`src/rtl/ps2_host_tx_if.sv`:
```
// Command handshake and frame status between a host controller and the PS/2 transmitter.
interface ps2_host_tx_if;
  logic [7:0] tx_data;
  logic       tx_valid;
  logic       tx_ready;
  logic       busy;
  logic       rx_inhibit;
  logic       done;
  logic       ack_ok;
  logic       error;

  modport master (
    output tx_data, tx_valid,
    input  tx_ready, busy, rx_inhibit, done, ack_ok, error
  );

  modport slave (
    input  tx_data, tx_valid,
    output tx_ready, busy, rx_inhibit, done, ack_ok, error
  );
endinterface

```
`src/rtl/ps2_host_tx.sv`:
```
// Host-to-device PS/2 transmitter: inhibits, requests to send, clocks out one
// command byte on device clock falls, and checks the device ACK.
module ps2_host_tx #(
  parameter int unsigned INHIBIT_CYCLES = 2500,
  parameter int unsigned REQ_CYCLES     = 25,
  parameter int unsigned TIMEOUT_CYCLES = 375000,
  parameter int unsigned FILTER_CYCLES  = 8
) (
  input  logic          clk,
  input  logic          reset,
  input  logic          ps2_clk_i,
  input  logic          ps2_data_i,
  output logic          ps2_clk_oe,
  output logic          ps2_data_oe,
  ps2_host_tx_if.slave  bus
);

  localparam int unsigned PH_MAX = (INHIBIT_CYCLES > REQ_CYCLES) ? INHIBIT_CYCLES : REQ_CYCLES;
  localparam int unsigned PH_W   = $clog2(PH_MAX + 1);
  localparam int unsigned TO_W   = $clog2(TIMEOUT_CYCLES + 1);
  localparam int unsigned FL_W   = $clog2(FILTER_CYCLES + 1);

  typedef enum logic [2:0] {
    S_IDLE,
    S_INHIBIT,
    S_REQ,
    S_XFER,
    S_WAIT_IDLE,
    S_DONE
  } state_t;

  logic            r_clk_s1, r_clk_s2, r_dat_s1, r_dat_s2;
  logic            r_clk_filt, r_clk_filt_d;
  logic [FL_W-1:0] r_filt_cnt;
  logic            w_fall;

  state_t          r_state;
  logic [PH_W-1:0] r_ph_cnt;
  logic [TO_W-1:0] r_to_cnt;
  logic [3:0]      r_bit;
  logic [7:0]      r_data;
  logic            r_parity;
  logic            r_clk_oe, r_data_oe;
  logic            r_tx_ready, r_busy, r_done, r_ack_ok, r_error;

  // Synchronizers plus a stability filter on the clock; idle lines read as high.
  always_ff @(posedge clk) begin
    if (reset) begin
      r_clk_s1     <= 1'b1;
      r_clk_s2     <= 1'b1;
      r_dat_s1     <= 1'b1;
      r_dat_s2     <= 1'b1;
      r_clk_filt   <= 1'b1;
      r_clk_filt_d <= 1'b1;
      r_filt_cnt   <= '0;
    end else begin
      r_clk_s1     <= ps2_clk_i;
      r_clk_s2     <= r_clk_s1;
      r_dat_s1     <= ps2_data_i;
      r_dat_s2     <= r_dat_s1;
      r_clk_filt_d <= r_clk_filt;
      if (r_clk_s2 == r_clk_filt) begin
        r_filt_cnt <= '0;
      end else if (r_filt_cnt == FL_W'(FILTER_CYCLES - 1)) begin
        r_clk_filt <= r_clk_s2;
        r_filt_cnt <= '0;
      end else begin
        r_filt_cnt <= r_filt_cnt + FL_W'(1);
      end
    end
  end

  assign w_fall = r_clk_filt_d & ~r_clk_filt;

  // Frame sequencer; a timeout in XFER/WAIT_IDLE abandons the frame with error.
  always_ff @(posedge clk) begin
    if (reset) begin
      r_state    <= S_IDLE;
      r_ph_cnt   <= '0;
      r_to_cnt   <= '0;
      r_bit      <= '0;
      r_data     <= '0;
      r_parity   <= 1'b0;
      r_clk_oe   <= 1'b0;
      r_data_oe  <= 1'b0;
      r_tx_ready <= 1'b0;
      r_busy     <= 1'b0;
      r_done     <= 1'b0;
      r_ack_ok   <= 1'b0;
      r_error    <= 1'b0;
    end else begin
      r_done <= 1'b0;
      case (r_state)
        S_IDLE: begin
          r_clk_oe   <= 1'b0;
          r_data_oe  <= 1'b0;
          r_tx_ready <= 1'b1;
          if (bus.tx_valid && r_tx_ready) begin
            r_data     <= bus.tx_data;
            r_parity   <= ~^bus.tx_data;
            r_ack_ok   <= 1'b0;
            r_error    <= 1'b0;
            r_busy     <= 1'b1;
            r_tx_ready <= 1'b0;
            r_ph_cnt   <= '0;
            r_clk_oe   <= 1'b1;
            r_state    <= S_INHIBIT;
          end
        end
        S_INHIBIT: begin
          if (r_ph_cnt == PH_W'(INHIBIT_CYCLES - 1)) begin
            r_ph_cnt  <= '0;
            r_data_oe <= 1'b1;
            r_state   <= S_REQ;
          end else begin
            r_ph_cnt <= r_ph_cnt + PH_W'(1);
          end
        end
        S_REQ: begin
          if (r_ph_cnt == PH_W'(REQ_CYCLES - 1)) begin
            r_ph_cnt <= '0;
            r_clk_oe <= 1'b0;
            r_bit    <= '0;
            r_to_cnt <= '0;
            r_state  <= S_XFER;
          end else begin
            r_ph_cnt <= r_ph_cnt + PH_W'(1);
          end
        end
        S_XFER: begin
          if (w_fall) begin
            r_to_cnt <= '0;
            r_bit    <= r_bit + 4'd1;
            if (r_bit < 4'd8) begin
              r_data_oe <= ~r_data[r_bit[2:0]];
            end else if (r_bit == 4'd8) begin
              r_data_oe <= ~r_parity;
            end else if (r_bit == 4'd9) begin
              r_data_oe <= 1'b0;
            end else begin
              // Eleventh fall: device drives data low to acknowledge.
              if (r_dat_s2) r_error  <= 1'b1;
              else          r_ack_ok <= 1'b1;
              r_state <= S_WAIT_IDLE;
            end
          end else if (r_to_cnt == TO_W'(TIMEOUT_CYCLES - 1)) begin
            r_clk_oe  <= 1'b0;
            r_data_oe <= 1'b0;
            r_error   <= 1'b1;
            r_ack_ok  <= 1'b0;
            r_done    <= 1'b1;
            r_state   <= S_DONE;
          end else begin
            r_to_cnt <= r_to_cnt + TO_W'(1);
          end
        end
        S_WAIT_IDLE: begin
          r_clk_oe  <= 1'b0;
          r_data_oe <= 1'b0;
          if (r_clk_filt && r_dat_s2) begin
            r_done  <= 1'b1;
            r_state <= S_DONE;
          end else if (w_fall) begin
            r_to_cnt <= '0;
          end else if (r_to_cnt == TO_W'(TIMEOUT_CYCLES - 1)) begin
            r_error  <= 1'b1;
            r_ack_ok <= 1'b0;
            r_done   <= 1'b1;
            r_state  <= S_DONE;
          end else begin
            r_to_cnt <= r_to_cnt + TO_W'(1);
          end
        end
        S_DONE: begin
          r_busy     <= 1'b0;
          r_tx_ready <= 1'b1;
          r_state    <= S_IDLE;
        end
        default: r_state <= S_IDLE;
      endcase
    end
  end

  assign ps2_clk_oe     = r_clk_oe;
  assign ps2_data_oe    = r_data_oe;
  assign bus.tx_ready   = r_tx_ready;
  assign bus.busy       = r_busy;
  assign bus.rx_inhibit = r_busy;
  assign bus.done       = r_done;
  assign bus.ack_ok     = r_ack_ok;
  assign bus.error      = r_error;

endmodule
```
`src/flat_wrapper.sv`:
```
// flat-port wrapper written by rule: the top's interface ports become plain ports
module ps2_host_tx_flat 
#(
  parameter int unsigned INHIBIT_CYCLES = 2500,
  parameter int unsigned REQ_CYCLES     = 25,
  parameter int unsigned TIMEOUT_CYCLES = 375000,
  parameter int unsigned FILTER_CYCLES  = 8
)
  (clk, reset, ps2_clk_i, ps2_data_i, ps2_clk_oe, ps2_data_oe, bus_tx_data, bus_tx_valid, bus_tx_ready, bus_busy, bus_rx_inhibit, bus_done, bus_ack_ok, bus_error);
  ps2_host_tx_if bus_i ();
  input  logic clk;
  input  logic reset;
  input  logic ps2_clk_i;
  input  logic ps2_data_i;
  output logic ps2_clk_oe;
  output logic ps2_data_oe;
  input wire logic [$bits(bus_i.tx_data)-1:0] bus_tx_data;
  input wire logic [$bits(bus_i.tx_valid)-1:0] bus_tx_valid;
  output wire logic [$bits(bus_i.tx_ready)-1:0] bus_tx_ready;
  output wire logic [$bits(bus_i.busy)-1:0] bus_busy;
  output wire logic [$bits(bus_i.rx_inhibit)-1:0] bus_rx_inhibit;
  output wire logic [$bits(bus_i.done)-1:0] bus_done;
  output wire logic [$bits(bus_i.ack_ok)-1:0] bus_ack_ok;
  output wire logic [$bits(bus_i.error)-1:0] bus_error;
  assign bus_i.tx_data = bus_tx_data;
  assign bus_i.tx_valid = bus_tx_valid;
  assign bus_tx_ready = bus_i.tx_ready;
  assign bus_busy = bus_i.busy;
  assign bus_rx_inhibit = bus_i.rx_inhibit;
  assign bus_done = bus_i.done;
  assign bus_ack_ok = bus_i.ack_ok;
  assign bus_error = bus_i.error;
  ps2_host_tx #(.INHIBIT_CYCLES(INHIBIT_CYCLES), .REQ_CYCLES(REQ_CYCLES), .TIMEOUT_CYCLES(TIMEOUT_CYCLES), .FILTER_CYCLES(FILTER_CYCLES)) u_core (.clk(clk), .reset(reset), .ps2_clk_i(ps2_clk_i), .ps2_data_i(ps2_data_i), .ps2_clk_oe(ps2_clk_oe), .ps2_data_oe(ps2_data_oe), .bus(bus_i));
endmodule
```
`config.mk`:
```
export PLATFORM = sky130hd
export DESIGN_NAME = ps2_host_tx_flat
export DESIGN_NICKNAME = d
export VERILOG_FILES = /design/src/rtl/ps2_host_tx_if.sv /design/src/rtl/ps2_host_tx.sv /design/src/flat_wrapper.sv
export SDC_FILE = /design/constraint.sdc
export NUM_CORES = 1
export LEC_CHECK = 0
export BUFFER_PORTS_ARGS = -buffer_cell sky130_fd_sc_hd__clkbuf_2
export CAP_MARGIN = 20
export CELL_PAD_IN_SITES_DETAIL_PLACEMENT = 1
export CELL_PAD_IN_SITES_GLOBAL_PLACEMENT = 1
export CORE_MARGIN = 2
export CORE_UTILIZATION = 40
export DETAILED_ROUTE_END_ITERATION = 10
export PLACE_DENSITY_LB_ADDON = 0.3
export SLEW_MARGIN = 20
export SYNTH_ARGS = -nofsm -noshare
export SYNTH_HDL_FRONTEND = slang
export SYNTH_SLANG_ARGS = --single-unit
```
`constraint.sdc`:
```
create_clock -name clk -period 2.2 [get_ports clk]
set_input_delay 0.44 -clock clk [delete_from_list [all_inputs] [get_ports clk]]
set_output_delay 0.44 -clock clk [all_outputs]
set_load 0.1 [all_outputs]
```
Yosys cells after proc, flatten, opt, wreduce, memory -nomap -nowiden
Index checks and enable logic that the tools add are counted.
Cells by class
  add/sub/neg operators: 4
  $lt $le $gt $ge: 2
  eq/ne operators: 28
  mux-type cells: 63
  bitwise logic cells: 5
  reductions and logical operators: 24
Operators by type and width (number)
  two-way mux 19 bit: 4
  one-hot mux 19 bit (3 select lines): 1
  two-way mux 12 bit: 3
  one-hot mux 12 bit (3 select lines): 1
  two-way mux 1 bit: 32
  two-way mux 3 bit: 10
  adder 19 x 1 -> 19 bit (second input constant): 1
  equality test 19 bit (second input constant): 1
  AND reduction 8 bit: 2
  inequality test 3 bit (second input constant): 5
  one-hot mux 3 bit (5 select lines): 1
  adder 12 x 1 -> 12 bit (second input constant): 1
  equality test 12 bit (second input constant): 1
  equality test 12 x 5 -> 1 bit (second input constant): 1
  nonzero test 3 bit: 4
  inequality test 2 x 1 -> 1 bit (second input constant): 5
  one-hot mux 1 bit (3 select lines): 3
  adder 4 x 1 -> 4 bit (second input constant): 2
  equality test 4 bit (second input constant): 2
  two-way mux 4 bit: 2
  one-hot mux 4 bit (2 select lines): 1
  AND reduction 2 bit: 4
  AND reduction 4 bit: 2
  XNOR reduction 8 bit: 1
  24 further kinds: 36
Storage, ports and cells
  register bits after elaboration: 64
  bits of input ports: 13
  logic and storage cells: 146

Depth between registers and ports, before layout
Gate-level depths: netlist of run 1.
  depth in word-level cells: 6
  depth in mapped cells: 10
  mapped depth without buffers: 8

Worst setup path after synthesis of run 1
Ideal clock, no wire load.
  kind: reg2reg
  start: reg u_core.r_tx_ready (netlist: u_core.bus.tx_ready)
  end: reg u_core.r_state[1]
  library setup time: 0.086 ns
  data arrival time: 2.136 ns
  data required time: 2.114 ns
  path slack: -0.022 ns
  stages on the path, launching flop included: 7
  buffers on the path: 0
  clock period less this slack: 2.222 ns
  cells stage by stage: dfxtp_1 > and2_1 > mux2i_1 > a21o_1 > a311oi_2 > a21oi_1 > a211oi_1
On the way
  word-level cells in the longest chain between the ends: 3
RTL lines
  from (decl): line ps2_host_tx.sv:44  | logic r_tx_ready, r_busy, r_done, r_ack_ok, r_error;
  from (signal assigned): line ps2_host_tx.sv:86  | r_tx_ready <= 1'b0;
  from (signal assigned): line ps2_host_tx.sv:97  | r_tx_ready <= 1'b1;
  from (signal assigned): line ps2_host_tx.sv:104  | r_tx_ready <= 1'b0;
  logical AND 1 bit: line ps2_host_tx.sv:98  | if (bus.tx_valid && r_tx_ready) begin
  inequality test 2 x 1 -> 1 bit (no source line)
  AND reduction 7 bit (no source line)
  to (signal assigned): line ps2_host_tx.sv:107  | r_state <= S_INHIBIT;
  to (signal assigned): line ps2_host_tx.sv:114  | r_state <= S_REQ;
  to (signal assigned): line ps2_host_tx.sv:125  | r_state <= S_XFER;
  to (decl): line ps2_host_tx.sv:37  | state_t r_state;
No other way between the ends.
A chain may end at the register's enable or synchronous reset.

Worst setup path in the final report of run 1
  start: reg u_core.r_ph_cnt[1]
  end: reg u_core.r_to_cnt[16]
On the way
  word-level cells in the longest chain between the ends: 3
RTL lines
  from (decl): line ps2_host_tx.sv:38  | logic [PH_W-1:0] r_ph_cnt;
  from (signal assigned): line ps2_host_tx.sv:116  | r_ph_cnt <= r_ph_cnt + PH_W'(1);
  from (signal assigned): line ps2_host_tx.sv:127  | r_ph_cnt <= r_ph_cnt + PH_W'(1);
  equality test 12 x 5 -> 1 bit: line ps2_host_tx.sv:120  | if (r_ph_cnt == PH_W'(REQ_CYCLES - 1)) begin
  inequality test 2 x 1 -> 1 bit (no source line)
  AND reduction 3 bit (no source line)
  to (signal assigned): line ps2_host_tx.sv:154  | r_to_cnt <= r_to_cnt + TO_W'(1);
  to (signal assigned): line ps2_host_tx.sv:171  | r_to_cnt <= r_to_cnt + TO_W'(1);
  to (decl): line ps2_host_tx.sv:39  | logic [TO_W-1:0] r_to_cnt;
No other way between the ends.

==> run_results.csv, run 1 <==
group,metric,value,unit
pwr,power.total,3.425,mW
global_route,grt_max_degree,23,
logic_synthesis,yosysSeqAreaShare,38.58,%
finish,final_cell_count_no_fill,536,
outcome,outcome,"finished clean",
sta,worst_slew_pin_slew,0.5434,ns
finish,layout-drive-gt1-share,20.42,%
worst_hold_path,holdCritPathClass,"in2reg",
floorplanning,die_x,95.12,um
sta,fmaxAchievable,0.4867,GHz
floorplanning,fp.coreArea,0.008134,mm^2
clock_network,clockBufferDepth,2,
global_route,grt.overflow.total,0,
clock_network,cts_buffers,9,
pwr,p_leak,1.496,nW
routing,drt_iter0_drc,57,
sta,drv_slew,0,
sta,min_period,2.055,ns
flow_run,max-cap-violations,0,
routing,drc,0,
floorplanning,dieArea,0.009047,mm^2
logic_synthesis,yosysWarnings,0,
sta,setup_ws,0.1454,ns
routing,wl,8225,um
sta,skew,0.01107,ns
worst_setup_path,cp.arrival,2.33,ns
worst_setup_path,cp-end-kind,"register",
floorplanning,io_pins,21,
placement,dpl_worst_slack,0.05155,ns
floorplanning,fp.dieH,95.12,um
logic_synthesis,synth_area_per_cell,8.581,um^2
pwr,vdd_drop_max,0.5449,mV
placement,gp_congestion,0.8542,
logic_synthesis,syn_inst,387,
worst_setup_path,critPathLaunchType,"register",
logic_synthesis,ys.flop_type,"dfxtp_1",
global_route,grt_pass1_vias,2997,
logic_synthesis,synth_area,0.003321,mm^2
finish,finalNetCount,445,
worst_setup_path,max_stage_delay,0.48,ns
placement,hpwl,6108,um
finish,n_antenna_cell,0,
worst_setup_path,crit_fanout,6,
floorplanning,initial_utilization,40.82,%
logic_synthesis,synth.net_count,406,
clock_network,clk_pin_slew,0.07,ns
sta,hold_viol,0,
sta,setup_tns,0,ns
worst_setup_path,path_cells,"inv_1, ha_1, nor3b_2, nand4_2, a21oi_4, nand4_1, or4b_1, a31oi_1",
finish,fillers,967,
finish,register_area,0.001282,mm^2
worst_setup_path,crit_slowest_cell,"or4b_1",
routing,via_count,2876,
sta,rsz0062_at_grt,"no",
clock_network,cts_max_level,3,
global_route,grt_pass1_wl,13990,um
routing,vias_per_cell,5.366,
finish,syn_to_final_growth,17.63,%
clock_network,cts_tree,"built",
sta,min_period_over_period,93.39,%
worst_setup_path,worstPathRequired,2.48,ns
clock_network,clk_latency,0.35,ns
placement,port_buffers,20,
placement,place_inst,518,
logic_synthesis,ys_types,64,
worst_setup_path,path_class,"reg2reg",
routing,dr.pass1.iters,4,
sta,setup-violations-final,0,
global_route,antenna_found_initial,0,
clock_network,root_buffer,"clkbuf_8",
logic_synthesis,synth_edf_count,0,
sta,maxSlewHeadroom,63.93,%
finish,multi_input_area,0.001919,mm^2
global_route,grt_use_total,19.87,%
clock_network,cts_sinks,64,
floorplanning,rows,33,
routing,antenna_left,0,
routing,wire_per_inst,15.35,um
pwr,power.density,876.8,mW/mm^2
logic_synthesis,synth_async_sr_flop_share,0,%
logic_synthesis,ys_seq_elements,64,
cell usage in the layout, fill, tap and decap left out, drive strengths merged, types with 3 or more instances in the layout:
master / instances
nor2: 60
nand3: 14
dfxtp: 64
xor2: 21
a31oi: 5
inv: 9
mux2i: 16
buf: 28
and2: 7
a311oi: 5
or4: 4
nand2b: 5
ha: 6
o21ai: 12
a21oi: 21
clkbuf: 31
a21o: 4
or2: 5
a211oi: 5
and3: 11
nand4: 8
o31ai: 3
nand2: 25
xnor2: 14
nor3: 6
synth_stat cells (2+ instances only):
cell	n	share of area, %
xor2_1	21	5.5
or3b_2	2	0.53
and3_1	9	1.7
and2_1	7	1.3
nor2_1	59	6.7
a31oi_1	5	0.94
dfxtp_1	64	39
nand2b_1	5	0.94
or4_1	4	0.90
a21oi_1	19	2.9
buf_4	2	0.45
o211ai_1	2	0.45
nand4_1	7	1.3
ha_1	6	2.3
inv_1	9	1.0
xnor2_1	14	3.7
or3_1	2	0.38
buf_2	6	0.90
a21o_1	4	0.90
nor3b_1	2	0.45
clkbuf_1	11	1.2
nand3_1	14	2.1
or2_2	5	0.94
o2111ai_1	2	0.53
o21ai_0	11	1.7
o31ai_1	3	0.68
and3_2	2	0.45
nor3_1	6	0.90
nor4_4	2	1.3
a311oi_1	4	1.1
nor2b_1	2	0.38
o22ai_1	2	0.38
a211oi_1	4	0.90
nand2_1	25	2.8
mux2i_1	16	4.8
state kept, by name (all words and copies together) (netlist names), 3 cells and up:
register and flops:
u_core.r_bit 4, u_core.r_state 3, u_core.r_data 8, u_core.r_to_cnt 19, u_core.r_ph_cnt 12, u_core.r_filt_cnt 4
logic make-up (layout without fill, tap and decap cells):
family / Yosys count / count (layout) / synth area share (%)
xor+xnor: 35 / 35 / 9.232
mux: 17 / 17 / 5.162
simple gates: 164 / 164 / 26.19
fa+ha+maj: 6 / 6 / 2.261
compound gates: 71 / 71 / 14.73
buf+inv: 30 / 74 / 3.843
flops: 64 / 64 / 38.58
worst max-delay path, delay by kind of cell (launching register included):
family / cells / cell delay [ns]
compound gates: 2 / 0.42
fa+ha+maj: 1 / 0.14
buf+inv: 1 / 0.07
flops: 1 / 0.33
simple gates: 4 / 1.03
path summary, 6_finish.rpt:
path | startpoint | to | slack (ns) | depth (start not counted)
setup / recovery | u_core.r_ph_cnt[1]$_SDFFE_PP0P_ | u_core.r_to_cnt[16]$_SDFFE_PP0P_ | 0.15 | 8
hold / removal | ps2_data_i | u_core.r_dat_s1$_SDFF_PP1_ | 0.27 | 2
setup reg to reg | u_core.r_ph_cnt[1]$_SDFFE_PP0P_ | u_core.r_to_cnt[16]$_SDFFE_PP0P_ | 0.15 | 8
hold reg to reg | u_core.r_clk_s1$_SDFF_PP1_ | u_core.r_clk_s2$_SDFF_PP1_ | 0.42 | 1
cell type report:
cell class                 count  share of cell area [%]
tap                          105                   3.363
sequential                    64                   32.83
timing repair buffer          48                   8.040
clock buffer                  11                   3.619
inverter                      10                  0.9609
clock inverter                 5                   2.050
multi-input combinational    293                   49.14
what timing repair did:
action / 4_1_cts / 5_1_grt
pin swaps: 0 / 1
hold buffers: 0 / 0
resized for setup: 1 / 3
endpoints found under the setup margin: 1 / 14
setup buffers: 0 / 2
power by group:
part / switching [mW] / internal, mW
Sequential: 0.0545 / 1.24
Clock: 0.468 / 0.667
Combinational: 0.657 / 0.341
routing by layer:
layer,global-route usage (%),vias up,share of wire (%)
met3,5.296,8,2.6
met4,5.676,0,1.1
met2,35.56,24,51
li1,-,1437,-
met5,0,-,0
met1,23.19,1407,45
metrics by stage:
step	hold slack [ns]	util [%]	area, um^2
3_5_place_dp	0.4067	44.98	3659
3_3_place_gp	0.3988	44.98	3659
4_1_cts	0.2628	47.76	3885
2_1_floorplan	0.3895	-	3322
6_report	0.2724	48.02	3906
5_1_grt	0.2713	48.02	3906
Note: power is estimated with default switching activity, not from simulation.
==> run 2, diff against run 1 <==
- MAX_ROUTING_LAYER: not set -> met4
==> run 2 against run 1 <==
Compared with the run above:
- utilization unchanged
- worst hold slack better by 0.0044 ns
- first-iteration DRC count up 1.8%
- register-to-register slack about the same
- non-clock buffer count unchanged
- critical path depth unchanged
- sequential power about the same
- largest power group unchanged
- die area unchanged
- final area unchanged
- highest routed layer unchanged
- flip-flop and latch count unchanged
- fmax down 0.22%
- clock skew down 0.00063 ns
==> run_results.csv, run 2 (same netlist as run 1, synthesis figures left out) <==
group,metric,value,unit
pwr,vdd_drop_max,0.5437,mV
routing,vias_per_cell,5.373,
floorplanning,dieArea,0.009047,mm^2
worst_setup_path,crit_end,"u_core.r_to_cnt[16]$_SDFFE_PP0P_",
sta,holdWs,0.2768,ns
worst_setup_path,r2r-end,"u_core.r_to_cnt[16]$_SDFFE_PP0P_",
sta,worst_slew_pin_slew,0.5434,ns
pwr,clockPowerShare,33.0,%
finish,largest_register,"u_core.r_to_cnt",
global_route,grt_pass1_vias,3006,
clock_network,clk_latency,0.35,ns
clock_network,clockBufferDepth,2,
routing,drt_iter0_drc,58,
finish,finalNetCount,445,
clock_network,cts_hold_buf,0,
global_route,grt_max_degree,23,
pwr,pwr-share-comb,29.2,%
pwr,seqPwrFrac,37.8,%
finish,n_antenna_cell,0,
finish,top_regs,"u_core.r_to_cnt: 19 flops, u_core.r_ph_cnt: 12 flops, u_core.r_data: 8 flops",
routing,drc,0,
global_route,grt.overflow.total,0,
routing,antenna_left,0,
pwr,power.density,875.9,mW/mm^2
placement,placed_cell_area,0.003659,mm^2
floorplanning,fp.dieH,95.12,um
global_route,use_met3,4.348,%
worst_setup_path,critPathLaunchType,"register",
global_route,grt.met2_usage,35.68,%
placement,port_buffers,20,
pwr,power.switching,1.175,mW
finish,fin_util,48.02,%
sta,fmaxAchievable,0.4856,GHz
placement,place_inst,518,
floorplanning,rows,33,
floorplanning,io_pins,21,
outcome,outcome,"finished clean",
clock_network,cts_max_level,3,
finish,stdcell_area,0.003906,mm^2
global_route,grt_pass1_wl,13960,um
worst_setup_path,crit_start,"u_core.r_ph_cnt[1]$_SDFFE_PP0P_",
worst_hold_path,holdCritPathClass,"in2reg",
sta,min_period,2.059,ns
global_route,grtUsageMet1,22.94,%
global_route,grt_use_total,20.39,%
worst_setup_path,cp.arrival,2.33,ns
worst_setup_path,path_class,"reg2reg",
sta,skew,0.01044,ns
worst_setup_path,crit_fanout,6,
clock_network,clk_pin_slew,0.07,ns
floorplanning,initial_utilization,40.82,%
worst_setup_path,worstPathRequired,2.47,ns
finish,syn_to_final_growth,17.63,%
sta,rsz0062_at_grt,"no",
pwr,intPower,2.246,mW
sta,setup_tns,0,ns
floorplanning,fp.coreArea,0.008134,mm^2
finish,most-common-layout-cells,"63 x dfxtp_1, 59 x nor2_1, 27 x buf_4",
finish,largest_reg_flops,19,
finish,final_common_cell,"dfxtp_1",
placement,dpl_worst_slack,0.05155,ns
finish,layout-drive-gt1-share,20.42,%
routing,dr.pass1.iters,4,
clock_network,cts_sinks,64,
pwr,sw_frac_of_total,34.35,%
sta,min_period_over_period,93.60,%
clock_network,root_buffer,"clkbuf_8",
sta,setup-violations-final,0,
worst_setup_path,cp-end-kind,"register",
placement,gp_congestion,0.8679,
routing,wire_per_inst,15.35,um
sta,hold_viol,0,
placement,hpwl,6108,um
sta,drv_slew,0,
sta,maxSlewHeadroom,63.93,%
flow_run,max-cap-violations,0,
routing,wl,8229,um
pwr,p_leak,1.496,nW
clock_network,cts_tree,"built",
pwr,power.total,3.421,mW
global_route,antenna_found_initial,0,
worst_setup_path,reg2regPathDepth,8,
sta,setup_ws,0.1408,ns
floorplanning,die_x,95.12,um
global_route,top_usage_layer,"met2",
finish,final_cell_count_no_fill,536,
clock_network,cts_buffers,9,
worst_setup_path,r2r_start,"u_core.r_ph_cnt[1]$_SDFFE_PP0P_",
routing,via_count,2880,
worst_setup_path,rrSetupSlack,0.14,ns
run 2: cell counts in the layout (fill, tap and decap cells not counted):
No cell type changed its count.
run 2: timing repair:
action	4_1_cts	5_1_grt
setup endpoints to repair	1	14
pin swaps	0	1
gates resized for setup	1	3
buffers inserted	0	2
run 2: per-layer routing:
metal | up-vias | share of wire, %
li1 | 1438 | -
met1 | 1406 | 45
met2 | 25 | 51
met3 | 11 | 2.7
met4 | 0 | 1.4
met5 | - | 0
run 2: worst max-delay path, stage by stage (launching register included):
cell and delay [ns]:
dfxtp_1 0.33, inv_1 0.07, ha_1 0.14, nor3b_2 0.21, nand4_2 0.20, a21oi_4 0.25, nand4_1 0.13, or4b_1 0.48
a31oi_1 0.17
run 2: area by class of cell:
type,instances,area (um^2)
Timing Repair Buffer,48,314.1
Multi-Input combinational cell,293,1919
Clock inverter,5,80.08
Tap cell,105,131.4
Fill cell,967,4228
Clock buffer,11,141.4
Sequential cell,64,1282
Inverter,10,37.54
run 2: power by group through the flow:
stage          logic [mW]  clock network [mW]  registers (mW)
2_1_floorplan       0.606                   0            1.45
3_3_place_gp        0.959                   0            1.31
3_5_place_dp        0.984                   0            1.32
4_1_cts             0.997                1.17            1.29
5_1_grt              1.09                1.21            1.30
6_report             1.00                1.13            1.29
run 2: worst min-delay path by stage:
stage / startpoint / end / slack [ns] / cells past startpoint
2_1_floorplan: u_core.r_clk_s1$_SDFF_PP1_ / u_core.r_clk_s2$_SDFF_PP1_ / 0.39 / 1
3_3_place_gp: u_core.r_clk_s1$_SDFF_PP1_ / u_core.r_clk_s2$_SDFF_PP1_ / 0.40 / 1
3_5_place_dp: u_core.r_clk_s1$_SDFF_PP1_ / u_core.r_clk_s2$_SDFF_PP1_ / 0.41 / 1
4_1_cts: ps2_data_i / u_core.r_dat_s1$_SDFF_PP1_ / 0.26 / 2
5_1_grt: ps2_data_i / u_core.r_dat_s1$_SDFF_PP1_ / 0.27 / 2
6_report: ps2_data_i / u_core.r_dat_s1$_SDFF_PP1_ / 0.28 / 2
==> run 3, diff against run 2 <==
- ABC_AREA: not set -> 1
- CORE_UTILIZATION: 40 -> 39
==> run 3 against run 2 <==
Compared with the run above:
- sequential share of layout area decreased by 2.7 points
- final area up 8.8%
- power grew 17%
- clock skew is 0.0052 ns higher
- setup slack gained 0.16 ns
- via count increased by 33%
- critical path type unchanged
- largest power group unchanged
==> run_results.csv, run 3 <==
group,metric,value,unit
logic_synthesis,yosysSeqAreaShare,34.34,%
logic_synthesis,synth_area,0.003731,mm^2
worst_setup_path,cp.buffers_inverters,1,
sta,setup_ws,0.3010,ns
finish,fillers,1252,
logic_synthesis,syn_inst,586,
sta,hold_viol,0,
outcome,outcome,"finished clean",
pwr,p_leak,1.783,nW
routing,antenna_left,0,
routing,dr.pass1.iters,4,
worst_setup_path,path_cells,"nor2_4, nand2_2, nand2_2, nand2_4, inv_2, nand3_1, nand3_2, o21ai_0, nor2_1",
logic_synthesis,ys_types,34,
placement,dpl_worst_slack,0.1908,ns
placement,place_inst,732,
finish,final_common_cell,"nand2_1",
routing,drt_iter0_drc,83,
logic_synthesis,synth.net_count,605,
floorplanning,fp.coreArea,0.009240,mm^2
logic_synthesis,yosysWarnings,0,
finish,top_regs,"u_core.r_to_cnt: 19 flops, u_core.r_ph_cnt: 12 flops, u_core.r_data: 8 flops",
worst_setup_path,cp_num_cells,9,
clock_network,clk_latency,0.35,ns
worst_setup_path,worstPathRequired,2.44,ns
global_route,grt.overflow.total,0,
logic_synthesis,yosys.area.top_type,"dfxtp_1",
global_route,grt_pass1_wl,18430,um
worst_hold_path,holdCritPathClass,"in2reg",
placement,gp_congestion,0.8677,
logic_synthesis,synth_area_per_cell,6.367,um^2
clock_network,cts_buffers,9,
worst_hold_path,hold_start,"ps2_data_i",
sta,drv_slew,0,
finish,finalNetCount,633,
logic_synthesis,ys_seq_elements,64,
placement,hpwl,8046,um
worst_setup_path,crit_slowest_cell,"dfxtp_1",
clock_network,root_buffer,"clkbuf_8",
sta,rsz0062_at_grt,"no",
global_route,grt_max_degree,27,
finish,syn_to_final_growth,13.88,%
worst_setup_path,rrSetupSlack,0.30,ns
sta,min_period_over_period,86.32,%
finish,layout-drive-gt1-share,12.28,%
worst_setup_path,r2r_start,"u_core.r_state[1]$_SDFFE_PP0P_",
clock_network,clockBufferDepth,2,
pwr,power.density,941.5,mW/mm^2
routing,vias_per_cell,5.114,
worst_hold_path,hold-path-cell-count,2,
worst_setup_path,cp-end-kind,"register",
worst_setup_path,path_common_cell,"nand2_2",
worst_setup_path,crit_fanout,12,
placement,placed_cell_area,0.004001,mm^2
logic_synthesis,netlist.area_leader.share,34.34,%
worst_setup_path,crit_end,"u_core.r_to_cnt[1]$_SDFFE_PP0P_",
sta,worst_slew_pin_slew,0.5504,ns
finish,fin_util,45.99,%
sta,setup_tns,0,ns
global_route,grt_use_total,23.10,%
clock_network,cts_hold_buf,0,
finish,largest_reg_flops,19,
logic_synthesis,synth_async_sr_flop_share,0,%
routing,via_count,3825,
worst_setup_path,max_stage_delay,0.54,ns
logic_synthesis,synth_area_leaders,"dfxtp_1 34%, nand2_1 15%, nor2_1 8.6%",
clock_network,cts_max_level,3,
sta,maxSlewHeadroom,63.46,%
floorplanning,die_x,101.8,um
worst_setup_path,path_class,"reg2reg",
routing,drc,0,
worst_setup_path,cp.arrival,2.14,ns
floorplanning,dieArea,0.01037,mm^2
floorplanning,fp.dieH,101.8,um
worst_setup_path,reg2regPathDepth,9,
logic_synthesis,synth_common_cells,"154 x nand2_1, 85 x nor2_1, 67 x inv_1, 64 x dfxtp_1, 49 x nand3_1",
flow_run,max-cap-violations,0,
sta,min_period,1.899,ns
pwr,power.total,4.000,mW
finish,stdcell_area,0.004249,mm^2
sta,skew,0.01561,ns
clock_network,cts_tree,"built",
floorplanning,rows,35,
worst_setup_path,critical-path-top-delay-family,"simple AND/OR/NAND/NOR gates",
sta,holdWs,0.2639,ns
logic_synthesis,synth_edf_count,0,
routing,wl,10750,um
floorplanning,io_pins,21,
clock_network,cts_sinks,64,
sta,fmaxAchievable,0.5266,GHz
logic_synthesis,yosys.cell_count.top_type,"nand2_1",
finish,largest_register,"u_core.r_to_cnt",
finish,n_antenna_cell,0,
floorplanning,initial_utilization,40.38,%
pwr,vdd_drop_max,0.5550,mV
worst_setup_path,critPathLaunchType,"register",
finish,final_cell_count_no_fill,748,
worst_setup_path,crit_start,"u_core.r_state[1]$_SDFFE_PP0P_",
clock_network,clk_pin_slew,0.08,ns
placement,port_buffers,20,
finish,most-common-layout-cells,"153 x nand2_1, 85 x nor2_1, 67 x inv_1",
routing,wire_per_inst,14.38,um
sta,setup-violations-final,0,
global_route,grt_pass1_vias,3967,
global_route,antenna_found_initial,0,
worst_setup_path,r2r-end,"u_core.r_to_cnt[1]$_SDFFE_PP0P_",
logic_synthesis,ys.flop_type,"dfxtp_1",
-- run 3: cell types whose count changed after synthesis, sizes merged, moves of 7 or more --
| cell | previous run | this run |
|---|---|---|
| nand3 | 14 | 53 |
| xor2 | 21 | 8 |
| a21oi | 21 | 38 |
| and3 | 11 | 0 |
| inv | 9 | 72 |
| nor2 | 60 | 89 |
| mux2i | 16 | 0 |
| o21ai | 12 | 25 |
| xnor2 | 14 | 6 |
| and2 | 7 | 0 |
| nand2 | 25 | 159 |
-- run 3: logic make-up (layout without fill, tap and decap cells) --
logic type,count (synthesis),count (layout),synth area share (%)
AND/OR/NAND/NOR,338,338,39.84
AO/OA/AOI/OAI,73,73,10.50
flip-flops,64,64,34.34
adder cells (fa/ha/maj),6,6,2.012
XOR/XNOR,14,14,3.286
buffers and inverters,91,124,10.03
-- run 3: timing repair --
item	4_1_cts	5_1_grt
endpoints found under the setup margin	0	5
gates resized for setup	0	1
setup buffers	0	0
-- run 3: per-layer routing --
metal / vias to the layer above / part of all wire [%] / GRT usage (%)
met4: 0 / 1.6 / 6.256
met3: 15 / 2.4 / 4.720
met2: 45 / 49 / 39.12
met1: 1833 / 47 / 28.01
li1: 1932 / - / -
met5: - / 0 / -
-- run 3: worst reg2reg max path: stages (launching register included) --
cell and delay, ns:
dfxtp_1 0.54, nor2_4 0.11, nand2_2 0.12, nand2_2 0.09, nand2_4 0.10, inv_2 0.08, nand3_1 0.10, nand3_2 0.26
o21ai_0 0.32, nor2_1 0.07
-- run 3: cell type report --
class	instances	area, um^2	area share (%)
repair buffers	34	205.2	4.829
clock inverters	5	103.9	2.444
flip-flops and latches	64	1281	30.15
multi-input cells	431	2078	48.91
clock buffers	11	141.4	3.327
inverters	74	277.8	6.537
well taps	129	161.4	3.799
-- run 3: report_power, final --
part / switching, mW / total, mW / leakage [nW] / internal [mW]
combinational: 0.987 / 1.35 / 1.14 / 0.363
sequential: 0.0878 / 1.36 / 0.519 / 1.27
clock: 0.508 / 1.29 / 0.124 / 0.785
-- run 3: worst min path at each step --
stage	to	slack (ns)
6_report	u_core.r_dat_s1$_SDFF_PP1_	0.26
4_1_cts	u_core.r_dat_s1$_SDFF_PP1_	0.25
2_1_floorplan	u_core.r_clk_s2$_SDFF_PP1_	0.39
3_5_place_dp	u_core.r_clk_s2$_SDFF_PP1_	0.40
3_3_place_gp	u_core.r_clk_s2$_SDFF_PP1_	0.39
5_1_grt	u_core.r_clk_s1$_SDFF_PP1_	0.26
